### src/rtl/regfile_scoreboard.sv
// regfile_scoreboard: ID-stage register file with write-through bypass and a
// per-register pending-write counter (scoreboard) that feeds the hazard/stall unit.
// Issue bumps a destination's counter, writeback retires it, flush squashes all.
module regfile_scoreboard #(
    parameter int DATA_W   = 16,
    parameter int ADDR_W   = 4,
    parameter int PEND_W   = 2,
    parameter int ZERO_REG = 0
) (
    input  logic              clk,
    input  logic              rst,
    input  logic [ADDR_W-1:0] rd_addr1,
    input  logic [ADDR_W-1:0] rd_addr2,
    output logic [DATA_W-1:0] rd_data1,
    output logic [DATA_W-1:0] rd_data2,
    output logic              busy1,
    output logic              busy2,
    input  logic              iss_en,
    input  logic [ADDR_W-1:0] iss_addr,
    input  logic              wr_en,
    input  logic [ADDR_W-1:0] wr_addr,
    input  logic [DATA_W-1:0] wr_data,
    input  logic              flush,
    output logic              sat_err
);

    localparam int              NumRegs = 2 ** ADDR_W;
    localparam logic [PEND_W-1:0] PendMax = '1;
    localparam logic [PEND_W-1:0] PendOne = PEND_W'(1);
    localparam bit              ZeroEn  = (ZERO_REG != 0);

    logic [DATA_W-1:0] regs [NumRegs];
    logic [PEND_W-1:0] pend [NumRegs];

    // Qualified requests: register 0 is hardwired when ZeroEn, and a flush
    // squashes the instruction issuing alongside it.
    logic wrOk;
    logic issOk;
    logic issWrSame;
    logic issSat;
    logic byp1;
    logic byp2;

    assign wrOk      = wr_en && !(ZeroEn && (wr_addr == '0));
    assign issOk     = iss_en && !flush && !(ZeroEn && (iss_addr == '0));
    assign issWrSame = issOk && wrOk && (iss_addr == wr_addr);
    // A lone issue onto a full counter cannot be recorded; an issue paired with a
    // retiring write to the same register nets to zero and never saturates.
    assign issSat    = issOk && !issWrSame && (pend[iss_addr] == PendMax);

    // Forwarding is suppressed while in reset so outputs show pure reset values.
    assign byp1 = !rst && wrOk && (wr_addr == rd_addr1);
    assign byp2 = !rst && wrOk && (wr_addr == rd_addr2);

    // Register array: synchronous write from writeback, cleared by async reset.
    // NOTE: the array is built from flops, not RAM, so it can take the async reset;
    // a RAM macro would have to drop the reset and rely on the scoreboard instead.
    always_ff @(posedge clk or posedge rst) begin
        if (rst) begin
            for (int r = 0; r < NumRegs; r++) begin
                regs[r] <= '0;
            end
        end else if (wrOk) begin
            // NOTE: state is always updated with <= so every flop samples pre-edge values.
            regs[wr_addr] <= wr_data;
        end
    end

    // Pending-write counters: +1 on issue, -1 on writeback, cleared by flush.
    always_ff @(posedge clk or posedge rst) begin
        if (rst) begin
            for (int r = 0; r < NumRegs; r++) begin
                pend[r] <= '0;
            end
        end else if (flush) begin
            for (int r = 0; r < NumRegs; r++) begin
                pend[r] <= '0;
            end
        end else begin
            for (int r = 0; r < NumRegs; r++) begin
                if (issOk && (iss_addr == ADDR_W'(r)) && !issWrSame) begin
                    if (pend[r] != PendMax) begin
                        pend[r] <= pend[r] + PendOne;
                    end
                end else if (wrOk && (wr_addr == ADDR_W'(r)) && !issWrSame) begin
                    // Writes with no counted writer (pre-flush or unscoreboarded) are ignored.
                    if (pend[r] != '0) begin
                        pend[r] <= pend[r] - PendOne;
                    end
                end
            end
        end
    end

    // Sticky saturation error, cleared only by reset.
    always_ff @(posedge clk or posedge rst) begin
        if (rst) begin
            sat_err <= 1'b0;
        end else if (issSat) begin
            sat_err <= 1'b1;
        end
    end

    // Read port 1: hardwired zero, then same-cycle bypass, then array.
    always_comb begin
        // NOTE: default assignment first so no path leaves the output unassigned (no latch).
        rd_data1 = regs[rd_addr1];
        if (ZeroEn && (rd_addr1 == '0)) begin
            rd_data1 = '0;
        end else if (byp1) begin
            rd_data1 = wr_data;
        end
    end

    // Read port 2: same priority as port 1.
    always_comb begin
        rd_data2 = regs[rd_addr2];
        if (ZeroEn && (rd_addr2 == '0)) begin
            rd_data2 = '0;
        end else if (byp2) begin
            rd_data2 = wr_data;
        end
    end

    // Busy flags: outstanding writer, except when the last one retires this
    // cycle and its value is already being forwarded.
    always_comb begin
        busy1 = (pend[rd_addr1] != '0);
        if (busy1 && (pend[rd_addr1] == PendOne) && byp1) begin
            busy1 = 1'b0;
        end
        busy2 = (pend[rd_addr2] != '0);
        if (busy2 && (pend[rd_addr2] == PendOne) && byp2) begin
            busy2 = 1'b0;
        end
    end

endmodule

### config.mk
export PLATFORM = sky130hd
export DESIGN_NAME = regfile_scoreboard
export DESIGN_NICKNAME = d
export VERILOG_FILES = /design/src/rtl/regfile_scoreboard.sv
export SDC_FILE = /design/constraint.sdc
export NUM_CORES = 1
export LEC_CHECK = 0
export CAP_MARGIN = 20
export CELL_PAD_IN_SITES_DETAIL_PLACEMENT = 0
export CELL_PAD_IN_SITES_GLOBAL_PLACEMENT = 1
export CORE_MARGIN = 1.5
export CORE_UTILIZATION = 30
export DETAILED_ROUTE_END_ITERATION = 7
export PLACE_DENSITY_LB_ADDON = 0.05
export SLEW_MARGIN = 20
export SYNTH_ARGS = -nofsm -noshare
export SYNTH_HDL_FRONTEND = slang
export SYNTH_SLANG_ARGS = --single-unit
### constraint.sdc
create_clock -name clk -period 18.8 [get_ports clk]
set_input_delay 2.82 -clock clk [delete_from_list [all_inputs] [get_ports clk]]
set_output_delay 2.82 -clock clk [all_outputs]
set_load 0.05 [all_outputs]
# ---- Word-level counts from Yosys, hierarchy flattened
# Index checks and enable logic that the tools add are counted.
dict set report word_totals {
  regBits 289
  inputBits 37
  out_inout_bits 35
  wordCells 377
}
dict set report classes {
  n_addsub 32
  magnitude_cmp 5
  n_eq_ne 68
  n_mux 87
  bitwise 4
  reduce_logical 148
}
# operator n
set op_table {}
lappend op_table {{256-bit bitwise mux} 1}
lappend op_table {{2-bit two-way mux} 70}
lappend op_table {{16-bit binary-select mux with 4-bit select} 2}
lappend op_table {{16-bit two-way mux} 7}
lappend op_table {{3-bit nonzero test} 32}
lappend op_table {{1-bit logical AND} 77}
lappend op_table {{16-bit demux with 4-bit select} 1}
lappend op_table {{4-bit equality test, second input constant} 16}
lappend op_table {{3-bit by 2-bit != test with 1-bit output, second input constant} 16}
lappend op_table {{3-bit AND reduction} 16}
lappend op_table {{2-bit nonzero test} 18}
lappend op_table {{2-bit by 1-bit adder with 2-bit output, second input constant} 16}
lappend op_table {{4-bit by 3-bit equality test with 1-bit output, second input constant} 8}
lappend op_table {{32-bit two-way mux} 1}
lappend op_table {{2-bit != test, second input constant} 16}
lappend op_table {{2-bit by 1-bit subtractor with 2-bit output, second input constant} 16}
lappend op_table {{2-bit binary-select mux with 4-bit select} 3}
lappend op_table {{5-bit greater-or-equal comparator, second input constant} 4}
lappend op_table {{4-bit NOT with 5-bit output} 4}
lappend op_table {{4-bit by 2-bit equality test with 1-bit output, second input constant} 4}
lappend op_table {{4-bit equality test} 3}
lappend op_table {{4-bit by 1-bit equality test with 1-bit output, second input constant} 2}
lappend op_table {{4-bit zero test} 2}
lappend op_table {{5-bit by 1-bit < comparator with 1-bit output, second input constant} 1}
lappend op_table {{4 further kinds} 8}

# ---- Depth between registers and ports, before layout
dict set report depth {
  depth_word 9
  depth_mapped 8
  mapped_depth_nobuf 5
}

# ---- Worst setup path after synthesis
# OpenSTA, ideal clock, no wires.
dict set report synth_path {
  path_kind {input -> output}
  from {in rd_addr1[1]}
  to {out busy1}
  t_arrival_ps 5006
  required_ps 15980
  path_slack_ps 10974
  path_stages 6
  n_path_buf 3
  cell_sequence {buf_2 -> buf_4 -> clkbuf_1 -> mux4_2 -> a21oi_1 -> o31ai_1}
}
dict set report synth_between {
  elab_chain_len 8
  word_cells_on_any_way 11
  classes_between {eq/ne (2); mux (4); bitwise (1); reduce/logical (4)}
}
# item line_no
set synth_lines {}
lappend synth_lines {{start, declared} 12} ;# input logic [ADDR_W-1:0] rd_addr1,
lappend synth_lines {{4-bit NOT with 5-bit output (implied by the code)} {128, 129}}
lappend synth_lines {{2-bit binary-select mux with 4-bit select} {128, 129}}
lappend synth_lines {{2-bit two-way mux (implied by the code) (2 in series)} {128, 129}}
lappend synth_lines {{2-bit by 1-bit equality test with 1-bit output / 2-bit nonzero test (equally long branches)} {129, 128}}
lappend synth_lines {{1-bit logical AND (2 in series)} 129} ;# if (busy1 && (pend[rd_addr1] == PendOne) && byp1) begin
lappend synth_lines {{1-bit two-way mux (*)} 129}
lappend synth_lines {{end, declared} 16} ;# output logic busy1,
# Every way passes the cells marked *; elsewhere a longest branch is shown, timed or not. The select of a mux whose other input is x is not followed.

# ---- Final worst setup path
dict set report layout_path {
  from {in rd_addr2[0]}
  to {out rd_data2[11]}
}
dict set report layout_between {
  elab_chain_len 5
  word_cells_on_any_way 7
  classes_between {eq/ne (1); mux (4); bitwise (1); reduce/logical (1)}
}
# item line_no
set layout_lines {}
lappend layout_lines {{start, declared} 13} ;# input logic [ADDR_W-1:0] rd_addr2,
lappend layout_lines {{4-bit NOT with 5-bit output (implied by the code)} 117} ;# rd_data2 = regs[rd_addr2];
lappend layout_lines {{16-bit binary-select mux with 4-bit select} 117}
lappend layout_lines {{16-bit two-way mux (implied by the code) (2 in series)} 117}
lappend layout_lines {{16-bit two-way mux (*)} 120} ;# end else if (byp2) begin
lappend layout_lines {{end, declared} 15} ;# output logic [DATA_W-1:0] rd_data2,
# Marked as above.

==> flow_metrics.py <==
metrics = {
    "outcome": {
        "status": "complete, no violations",
    },
    "cts": {
        "clk_latency_ns": 0.57,
        "cts_resized": 0,
        "clkTransAtPathRegs_ns": 0.05,
        "h-tree-depth": 2,
        "cts_hold_buf": 0,
        "cts_setup_buffers": 0,
        "cts_sinks": 289,
        "cts_made_buffers": 38,
        "cts_root_buf": "clkbuf_16",
        "cts_buffer_depth": 3,
        "cts_tree": "yes",
    },
    "yosys": {
        "netlist_area_um2": 16830,
        "yosysMostFrequentCell": "dfrtp_1",
        "synth_area_per_cell_um2": 12.91,
        "synth_top_cell_area_share": 0.4296,
        "ys_types": 73,
        "synth_fa_ha_area_frac": 0,
        "ys_seq_area_frac": 0.4296,
        "syn-num-nets": 1341,
        "yosys.area.top_type": "dfrtp_1",
        "synthXorXnorAreaFrac": 0.006244,
        "async_reset_ff_frac": 1.000,
        "synth_edf_count": 0,
        "synthFlopType": "dfrtp_1",
        "synth_top_family_by_area": "multiplexers",
        "yosys-top-cells-count": "dfrtp_1, mux2_2, nand2_1",
        "synth.area.top_cells": "dfrtp_1, mux4_2, mux2_2",
        "yosys.area_share.simple": 0.07233,
        "synth_compound_area_frac": 0.09552,
        "syn_inst": 1304,
        "synthMuxAreaShare": 0.3492,
        "synth_warnings": 0,
        "synth-seq-cells": 289,
    },
    "cells_and_area": {
        "final_nets": 1347,
        "fill_cells": 5463,
        "final_layout_size_suffix_gt1_frac": 0.3643,
        "multi_input_area_um2": 8841,
        "final_util": 0.3478,
        "area_growth_pct": 14.29,
        "regArea_um2": 7232,
    },
    "grt": {
        "grt_usage": 0.2080,
        "grt_pass1_wl_mm": 86.01,
        "grt_overflow": 0,
        "grt_max_degree": 104,
        "antenna_found_initial": 2,
        "grt_pass1_vias": 11990,
    },
    "timing": {
        "setup-tns-final_ns": 0,
        "finalMaxSlewViolations": 0,
        "fmax_ghz": 0.1074,
        "max-slew-margin-rel": 0.2984,
        "setup_slack_ns": 9.486,
        "whs_ns": 0.4803,
        "rsz0062_at_grt": "false",
        "period_share": 0.4954,
        "worst-slew-pin-transition_ns": 1.052,
        "setup_violations": 0,
        "skew_ns": 0.02257,
        "layout_min_cycle_time_ns": 9.314,
        "hold_viol_final": 0,
    },
    "power": {
        "p_sw_frac": 0.2996,
        "clockPowerShare": 0.352,
        "irDropWorstVdd_mv": 0.05248,
        "p_sw_uw": 625.0,
        "p_per_area_nw_per_um2": 108.5,
        "leakagePower_uw": 0.007668,
        "intPower_uw": 1461,
        "combinationalPowerShare": 0.241,
        "seqPwrFrac": 0.406,
    },
    "min_path": {
        "hp-class": "reg2reg",
    },
    "floorplan": {
        "initial_utilization": 0.3043,
        "num_rows": 86,
        "die-area_um2": 57540,
        "die_h_um": 239.9,
        "dieWidth_um": 239.9,
        "coreArea_um2": 55310,
        "ios": 72,
    },
    "routing": {
        "drc": 0,
        "wl_per_cell_um": 28.06,
        "drtPass1Iterations": 5,
        "wl_mm": 58.45,
        "drt_iter0_drc": 674,
        "ant_nets": 0,
        "via_count": 11550,
        "vias_per_cell": 5.546,
    },
    "critical_path": {
        "cp-end-kind": "output port",
        "crit_fanout": 28,
        "cp.required_ns": 15.98,
        "worstSetupStartpointType": "input pin",
        "path_class": "in2out",
        "crit_arrival_ns": 6.49,
    },
    "placed_design": {
        "portBuffers": 71,
        "dp.final_hpwl_mm": 34.22,
        "dp_slack_ns": 9.344,
        "gp_congestion": 0.7850,
    },
    "run": {
        "max_cap_viol_count": 0,
    },
}
power by group through the flow:
| stage | logic [uW] | clock network, uW | registers [uW] |
|---|---|---|---|
| floorplan | 396 | 0 | 822 |
| detailed placement | 511 | 0 | 856 |
| global route | 539 | 786 | 866 |
| global placement | 505 | 0 | 853 |
| CTS | 511 | 761 | 846 |
| finish | 503 | 735 | 848 |
stage by stage:
step	instances	area [um2]	power (uW)
final	2083	19240	2086
after floorplan	1304	16830	1217
after global routing	2082	19230	2191
after CTS	2082	19230	2118
after detailed placement	2018	17990	1367
after global placement	2018	17990	1358
critical path: stages:
cell             delay (ns)
buf_4                  0.48
buf_4                  0.51
buf_4                  0.61
mux4_2                 0.58
a22o_1                 0.27
a221oi_1               0.32
o21ai_0                0.13
clkdlybuf4s50_1        0.74
state kept, by name, indices dropped and copies added, names as in the netlist:
signal / flops
pend: 32
regs: 256
sat_err: 1
area by class of cell:
class | instances | area share
Antenna cell | 1 | 0.0001301
Clock buffer | 58 | 0.05802
Clock inverter | 6 | 0.006439
Inverter | 14 | 0.003122
Multi-Input combinational cell | 866 | 0.4596
Sequential cell | 289 | 0.3759
Tap cell | 748 | 0.04865
Timing Repair Buffer | 101 | 0.04813
routing by layer:
layer / up-vias / track usage / part of all wire
met2: 284 / 0.3380 / 0.47
met3: 98 / 0.03020 / 0.042
met4: 0 / 0.08557 / 0.040
li1: 5007 / - / -
met1: 6164 / 0.2783 / 0.44
met5: - / 0 / 0
worst paths after layout:
path | startpoint | to | slack [ns] | depth (start not counted)
hold reg to reg | sat_err | sat_err | 0.48 | 1
min in group asynchronous | rst | pend[30] | 2.80 | 2
max in group asynchronous | rst | regs[186] | 14.47 | 3
setup reg to reg | pend[7] | sat_err | 17.16 | 5
setup / recovery | rd_addr2[0] | rd_data2[11] | 9.49 | 8
hold / removal | sat_err | sat_err | 0.48 | 1
layout by cell type (no fill, tap or decap), types with 17 or more instances in the layout:
master / n
clkbuf_16: 38
o21ai_0: 43
a21oi_1: 35
a221oi_1: 30
dfrtp_1: 289
a22o_1: 30
o21ai_1: 23
nand3_1: 17
nand2_1: 156
mux4_2: 143
buf_4: 34
clkdlybuf4s50_1: 67
mux2_2: 224
logic make-up (layout without fill, tap and decap cells):
kind of cell | count (synthesis) | count (layout)
mux | 373 | 373
compound gates | 231 | 231
simple gates | 250 | 250
other cells | 0 | 1
flops | 289 | 289
buf+inv | 149 | 179
xor+xnor | 12 | 12
Note: power is estimated with default switching activity, not from simulation.
